===== config.mk =====
export PLATFORM = sky130hd
export DESIGN_NAME = blackjack_turn_controller_flat
export DESIGN_NICKNAME = d
export VERILOG_FILES = /design/src/rtl/blackjack_turn_controller_if.sv /design/src/rtl/blackjack_turn_controller.sv /design/src/flat_wrapper.sv
export SDC_FILE = /design/constraint.sdc
export NUM_CORES = 1
export LEC_CHECK = 0
export ABC_AREA = 1
export CAP_MARGIN = 20
export CORE_ASPECT_RATIO = 1.4
export CORE_UTILIZATION = 25
export CTS_CLUSTER_SIZE = 24
export DETAILED_ROUTE_END_ITERATION = 8
export GPL_TIMING_DRIVEN = 0
export SLEW_MARGIN = 5
export SYNTH_ARGS = -nofsm -noshare
export SYNTH_HDL_FRONTEND = slang
export SYNTH_SLANG_ARGS = --single-unit
export TNS_END_PERCENT = 10

===== constraint.sdc =====
create_clock -name i_clk -period 2.9 [get_ports i_clk]
set_input_delay 0.29 -clock i_clk [delete_from_list [all_inputs] [get_ports i_clk]]
set_output_delay 0.29 -clock i_clk [all_outputs]
set_load 0.005 [all_outputs]

===== src/rtl/blackjack_turn_controller_if.sv =====
// blackjack_turn_controller_if: card request/valid handshake between the round controller and the card source.
interface blackjack_turn_controller_if;
    logic       card_req;
    logic       card_valid;
    logic [3:0] card_rank;
    modport master (output card_req, input card_valid, card_rank);
    modport slave (input card_req, output card_valid, card_rank);
endinterface


===== src/rtl/blackjack_turn_controller.sv =====
// blackjack_turn_controller: blackjack round sequencer with card handshake, ace handling and dealer draw rule.
// Optional DEALER_HITS_SOFT17_EN makes the dealer draw on soft 17.
`ifndef gameCommand
`define gameCommand [1:0]
`define COMMAND_NONE 2'd0
`define COMMAND_HIT 2'd1
`define COMMAND_STAND 2'd2
`endif
module blackjack_turn_controller #(
    parameter int DEALER_STAND_TOTAL = 17,
    parameter int TOTAL_W = 5
) (
    input  logic                       i_clk,
    input  logic                       i_reset_n,
    input  logic                       i_dealButtonPushed,
    input  logic                       i_ready,
    input  logic `gameCommand          i_command,
    blackjack_turn_controller_if.master card,
    output logic                       o_turnIndicator,
    output logic [TOTAL_W-1:0]         o_player_total,
    output logic [TOTAL_W-1:0]         o_dealer_total,
    output logic [3:0]                 o_player_cards,
    output logic [1:0]                 o_result
);
    typedef enum logic [3:0] {
        IDLE, DEAL_P1, DEAL_D1, DEAL_P2, DEAL_D2, PLAYER_TURN, PLAYER_DRAW,
        DEALER_TURN, DEALER_DRAW, COMPARE, RESULT
    } state_t;
    state_t state, state_n;
    logic deal_q, p_ace, d_ace, p_ace_n, d_ace_n, clear, accept, to_player, to_dealer, dealer_draw;
    logic [TOTAL_W-1:0] p_hard, d_hard, p_hard_n, d_hard_n, p_eff_n, d_eff_n, val;
    logic [3:0] p_cards_n;
    logic [1:0] result_n;

    function automatic logic [TOTAL_W-1:0] effective(input logic [TOTAL_W-1:0] hard, input logic ace);
        return (ace && hard <= TOTAL_W'(11)) ? hard + TOTAL_W'(10) : hard;
    endfunction

    assign card.card_req = state inside {DEAL_P1, DEAL_D1, DEAL_P2, DEAL_D2, PLAYER_DRAW, DEALER_DRAW};
    assign o_turnIndicator = state == PLAYER_TURN;
    // Out-of-range ranks are dropped without advancing, so the request stays up.
    assign accept = card.card_req && card.card_valid && card.card_rank != 4'd0 && card.card_rank <= 4'd13;
    assign val = card.card_rank >= 4'd10 ? TOTAL_W'(10) : TOTAL_W'(card.card_rank);
`ifdef DEALER_HITS_SOFT17_EN
    assign dealer_draw = o_dealer_total < TOTAL_W'(DEALER_STAND_TOTAL) ||
                         (o_dealer_total == TOTAL_W'(17) && o_dealer_total != d_hard);
`else
    assign dealer_draw = o_dealer_total < TOTAL_W'(DEALER_STAND_TOTAL);
`endif

    always_comb begin
        clear = i_dealButtonPushed && !deal_q && (state == IDLE || state == RESULT);
        to_player = state inside {DEAL_P1, DEAL_P2, PLAYER_DRAW};
        to_dealer = state inside {DEAL_D1, DEAL_D2, DEALER_DRAW};
        p_hard_n = clear ? '0 : (accept && to_player) ? p_hard + val : p_hard;
        d_hard_n = clear ? '0 : (accept && to_dealer) ? d_hard + val : d_hard;
        p_ace_n = !clear && (p_ace || (accept && to_player && card.card_rank == 4'd1));
        d_ace_n = !clear && (d_ace || (accept && to_dealer && card.card_rank == 4'd1));
        p_cards_n = clear ? 4'd0 : (accept && to_player && o_player_cards != 4'hf) ? o_player_cards + 4'd1 : o_player_cards;
        p_eff_n = effective(p_hard_n, p_ace_n);
        d_eff_n = effective(d_hard_n, d_ace_n);
        state_n = state;
        result_n = clear ? 2'd0 : o_result;
        case (state)
            IDLE, RESULT: state_n = clear ? DEAL_P1 : state;
            DEAL_P1:      state_n = accept ? DEAL_D1 : state;
            DEAL_D1:      state_n = accept ? DEAL_P2 : state;
            DEAL_P2:      state_n = accept ? DEAL_D2 : state;
            DEAL_D2:      state_n = !accept ? state : o_player_total == TOTAL_W'(21) ? DEALER_TURN : PLAYER_TURN;
            PLAYER_TURN:  state_n = !i_ready ? state : i_command == `COMMAND_HIT ? PLAYER_DRAW :
                                    i_command == `COMMAND_STAND ? DEALER_TURN : state;
            PLAYER_DRAW: begin
                state_n = !accept ? state : p_hard_n > TOTAL_W'(21) ? RESULT :
                          p_eff_n == TOTAL_W'(21) ? DEALER_TURN : PLAYER_TURN;
                result_n = (accept && p_hard_n > TOTAL_W'(21)) ? 2'd2 : o_result;
            end
            DEALER_TURN:  state_n = dealer_draw ? DEALER_DRAW : COMPARE;
            DEALER_DRAW:  state_n = accept ? DEALER_TURN : state;
            COMPARE: begin
                state_n = RESULT;
                result_n = d_hard > TOTAL_W'(21) ? 2'd1 : o_player_total > o_dealer_total ? 2'd1 :
                           o_player_total < o_dealer_total ? 2'd2 : 2'd3;
            end
            default:      state_n = IDLE;
        endcase
    end

    always_ff @(posedge i_clk) begin
        if (!i_reset_n) begin
            state <= IDLE;
            deal_q <= 1'b0;
            p_hard <= '0;
            d_hard <= '0;
            p_ace <= 1'b0;
            d_ace <= 1'b0;
            o_player_total <= '0;
            o_dealer_total <= '0;
            o_player_cards <= 4'd0;
            o_result <= 2'd0;
        end else begin
            state <= state_n;
            deal_q <= i_dealButtonPushed;
            p_hard <= p_hard_n;
            d_hard <= d_hard_n;
            p_ace <= p_ace_n;
            d_ace <= d_ace_n;
            o_player_total <= p_eff_n;
            o_dealer_total <= d_eff_n;
            o_player_cards <= p_cards_n;
            o_result <= result_n;
        end
    end
endmodule


===== src/flat_wrapper.sv =====
// flat-port wrapper written by rule: the top's interface ports become plain ports
module blackjack_turn_controller_flat 
#(
    parameter int DEALER_STAND_TOTAL = 17,
    parameter int TOTAL_W = 5
)
  (i_clk, i_reset_n, i_dealButtonPushed, i_ready, i_command, o_turnIndicator, o_player_total, o_dealer_total, o_player_cards, o_result, card_card_req, card_card_valid, card_card_rank);
  blackjack_turn_controller_if card_i ();
  input  logic i_clk;
  input  logic i_reset_n;
  input  logic i_dealButtonPushed;
  input  logic i_ready;
  input  logic `gameCommand i_command;
  output logic o_turnIndicator;
  output logic [TOTAL_W-1:0] o_player_total;
  output logic [TOTAL_W-1:0] o_dealer_total;
  output logic [3:0] o_player_cards;
  output logic [1:0] o_result;
  output wire logic [$bits(card_i.card_req)-1:0] card_card_req;
  input wire logic [$bits(card_i.card_valid)-1:0] card_card_valid;
  input wire logic [$bits(card_i.card_rank)-1:0] card_card_rank;
  assign card_card_req = card_i.card_req;
  assign card_i.card_valid = card_card_valid;
  assign card_i.card_rank = card_card_rank;
  blackjack_turn_controller #(.DEALER_STAND_TOTAL(DEALER_STAND_TOTAL), .TOTAL_W(TOTAL_W)) u_core (.i_clk(i_clk), .i_reset_n(i_reset_n), .i_dealButtonPushed(i_dealButtonPushed), .i_ready(i_ready), .i_command(i_command), .card(card_i), .o_turnIndicator(o_turnIndicator), .o_player_total(o_player_total), .o_dealer_total(o_dealer_total), .o_player_cards(o_player_cards), .o_result(o_result));
endmodule

==> impl_metrics.sql <==
INSERT INTO impl_metrics (metric_group, metric, value, unit) VALUES
('clocking', 'cts_buffer_depth', '2', ''),
('floorplanning', 'initial_core_util', '25.7', '%'),
('floorplanning', 'placeableCoreArea', '9030', 'µm²'),
('drt', 'avgViaCountPerCell', '4.73', ''),
('logic_synthesis', 'synth-adder-area-share', '12.5', '%'),
('drt', 'drt_iter0_drc', '69', ''),
('floorplanning', 'full_die_area', '9690', 'µm²'),
('clocking', 'cts.reportedPaths.clkPinSlew', '0.05', 'ns'),
('cells_and_area', 'design.final.nets', '419', ''),
('clocking', 'cts_tree', 'yes', ''),
('logic_synthesis', 'largest_family_of_logic_cells_by_synthesized_area', 'simple AND/OR/NAND/NOR gates', ''),
('global_route', 'grt_antenna_before_repair', '0', ''),
('logic_synthesis', 'syn-num-nets', '377', ''),
('critical_path', 'critical_path.n_buffers_inverters', '5', ''),
('sta', 'hold_violations', '0', ''),
('floorplanning', 'design.portCount', '29', ''),
('logic_synthesis', 'synth.area.mux_share', '0', '%'),
('min_path', 'worstHoldPathType', 'reg2reg', ''),
('sta', 'postLayoutSetupSlackWorst', '0.150', 'ns'),
('cells_and_area', 'layout-drive-gt1-share', '19.1', '%'),
('critical_path', 'rrSetupSlack', '0.34', 'ns'),
('critical_path', 'worst_ep_required_time', '3.06', 'ns'),
('status', 'result_of_the_run', 'complete, no violations', ''),
('logic_synthesis', 'synthTopCellsByArea', 'dfxtp_1, ha_1, nand2_1', ''),
('power_and_ir_drop', 'leakagePower', '1.46', 'nW'),
('cells_and_area', 'final_area', '3050', 'µm²'),
('floorplanning', 'num_rows', '41', ''),
('logic_synthesis', 'syn-mean-instance-area', '6.76', 'µm²'),
('clocking', 'cts.sinks', '31', ''),
('logic_synthesis', 'syn-cell-area', '2320', 'µm²'),
('sta', 'final_min_period_over_clock_period', '94.8', '%'),
('place', 'port-buffer-count', '28', ''),
('logic_synthesis', 'count_of_flip_flops_with_a_built_in_enable_after_synthesis', '0', ''),
('cells_and_area', 'filler_cell_count', '968', ''),
('logic_synthesis', 'yosysMostFrequentCell', 'nand2_1', ''),
('cells_and_area', 'antenna_cells_inserted', '0', ''),
('cells_and_area', 'area_growth', '31.2', '%'),
('sta', 'fin_skew', '0.00443', 'ns'),
('global_route', 'aggregate_global_route_resource_usage', '12.8', '%'),
('logic_synthesis', 'synth.largest_area_cell', 'dfxtp_1', ''),
('critical_path', 'critPathMaxStageDelay', '0.45', 'ns'),
('critical_path', 'reg2reg_to', 'u_core.state[1]$_SDFFE_PN0P_', ''),
('sta', 'worst_slew_margin_rel', '62.9', '%'),
('logic_synthesis', 'ys_dominant_reg_cell', 'dfxtp_1', ''),
('sta', 'timing.final.crit_period', '2.75', 'ns'),
('place', 'dpl.hpwl', '4760', 'µm'),
('logic_synthesis', 'synthArstFlopShare', '0', '%'),
('floorplanning', 'die_height', '116', 'µm'),
('logic_synthesis', 'yosys_warnings', '0', ''),
('critical_path', 'timing.critical_path.cells', 'dlygate4sd2_1 > inv_2 > a21oi_4 > nor2_4 > buf_4 > ha_1 > inv_1 > fa_1 > inv_1 > nor2_1 > o21ai_1 > nand2_1 > ha_1 > nand3_1 > a21o_1 > nand2_2 > or2_1 > o21ai_1 > a21oi_1', ''),
('min_path', 'worstHoldEndpoint', 'u_core.o_player_cards[3]$_SDFFE_PP0P_', ''),
('global_route', 'grt_pass1_vias', '2223', ''),
('power_and_ir_drop', 'vdd.ir_drop.worst', '0.258', 'mV'),
('drt', 'totalWireLength', '6070', 'µm'),
('min_path', 'hold_path.startpoint', 'u_core.o_player_cards[3]$_SDFFE_PP0P_', ''),
('critical_path', 'startpoint_type', 'input port', ''),
('drt', 'antenna_left', '0', ''),
('critical_path', 'timing.critical_path.slowest_stage_cell', 'fa_1', ''),
('logic_synthesis', 'netlist_top_cells_count', 'nand2_1, inv_1, nor2_1, dfxtp_1, a21oi_1', ''),
('global_route', 'wire_length_of_the_first_global_routing_pass', '9940', 'µm'),
('logic_synthesis', 'synth.lib_cells_used.distinct', '38', ''),
('critical_path', 'critical_path.top_delay_family', 'adder cells', ''),
('critical_path', 'worstPathMaxFanout', '5', ''),
('logic_synthesis', 'post_synthesis_compound_gate_area_fraction', '13.7', '%'),
('critical_path', 'worst_setup_path_end_kind', 'flip-flop', ''),
('drt', 'routed-via-count', '2339', ''),
('sta', 'setup_viol', '0', ''),
('place', 'dpl_cell_area', '2740', 'µm²'),
('clocking', 'count_of_hold_buffers_inserted_by_post_cts_repair', '0', ''),
('logic_synthesis', 'proportion_of_synthesized_chip_area_in_sequential_cells', '26.7', '%'),
('min_path', 'whs_path_depth', '2', '');
-- metrics by stage --
| step | std cells | power (mW) | util [%] | hold slack [ns] |
|---|---|---|---|---|
| 6_report | 494 | 1.86 | 33.8 | 0.485 |
| 5_1_grt | 494 | 1.98 | 33.8 | 0.518 |
| 3_5_place_dp | 479 | 1.20 | 30.3 | 0.475 |
| 3_3_place_gp | 479 | 1.19 | 30.3 | 0.469 |
| 4_1_cts | 490 | 1.84 | 33.0 | 0.486 |
| 2_1_floorplan | 344 | 0.993 | - | 0.383 |
-- power breakdown --
part	leakage, nW	total [mW]	internal, mW	switching, mW
clock network	0.0868	0.618	0.427	0.192
registers	0.251	0.529	0.473	0.0560
logic	1.12	0.714	0.289	0.425
total	1.46	1.86	1.19	0.673
-- cell families (layout without fill, tap and decap cells) --
| kind of cell | count (synthesis) | in the layout |
|---|---|---|
| buf+inv | 71 | 114 |
| compound gates | 56 | 56 |
| simple gates | 164 | 164 |
| fa+ha+maj | 22 | 22 |
| flops | 31 | 31 |
-- sequential cells by signal, summed over array words and instances, names as in the netlist --
| signal | flops |
|---|---|
| u_core.d_ace | 1 |
| u_core.deal_q | 1 |
| u_core.o_result | 2 |
| u_core.p_hard | 5 |
| u_core.p_ace | 1 |
| u_core.o_player_cards | 4 |
| u_core.o_dealer_total | 4 |
| u_core.state | 4 |
| u_core.o_player_total | 4 |
| u_core.d_hard | 5 |
-- worst register-to-register path: cells and delay by family, from the launching register on --
kind	cells	cell delay (ns)
simple gates	12	0.95
fa+ha+maj	3	0.88
flops	1	0.39
buf+inv	2	0.15
compound gates	1	0.14
-- routing by layer --
layer	up-vias	GRT usage (%)	share of wire, %
met4	0	7.34	4.2
li1	1189	-	-
met1	1062	13.9	43
met2	67	23.1	48
met5	-	0	0
met3	21	3.11	4.7
-- worst max path at each step --
stage	start	endpoint	slack, ns	cells past startpoint
finish	card_card_rank[2]	u_core.o_dealer_total[3]$_SDFF_PN0_	0.15	19
global route	card_card_rank[2]	u_core.state[1]$_SDFFE_PN0P_	-0.003	22
CTS	card_card_rank[0]	u_core.o_dealer_total[3]$_SDFF_PN0_	-0.02	18
detailed placement	card_card_rank[3]	u_core.o_result[1]$_SDFFE_PN0P_	-0.65	21
global placement	card_card_rank[3]	u_core.o_result[1]$_SDFFE_PN0P_	-0.62	21
floorplan	card_card_rank[2]	u_core.state[1]$_SDFFE_PN0P_	0.28	24
-- layout by cell type (no fill, tap or decap), drive strengths merged, types with 3 or more instances in the layout --
cell	synthesis	final
nor2	51	51
o21ai	17	17
nand2	74	74
inv	64	64
clkdlybuf4s50	0	24
nand3	23	23
or2	3	3
nand4	7	7
a21oi	28	28
buf	4	11
ha	20	20
clkbuf	3	11
dfxtp	31	31
-- what timing repair did --
action                                  CTS  global route
endpoints found under the setup margin    7             8
gates resized for setup                  19            17
pin swaps                                 7             6
buffers inserted                          3             4
-- final cells by class --
type	instances	area (µm²)	share of cell area, %
sequential	31	621	20.3
inverter	64	243	7.96
multi-input combinational	242	1510	49.4
tap	107	134	4.39
buffer	7	48.8	1.60
clock buffer	6	139	4.55
timing repair buffer	35	324	10.6
clock inverter	2	35.0	1.15
(Power assumes the default switching activity.)
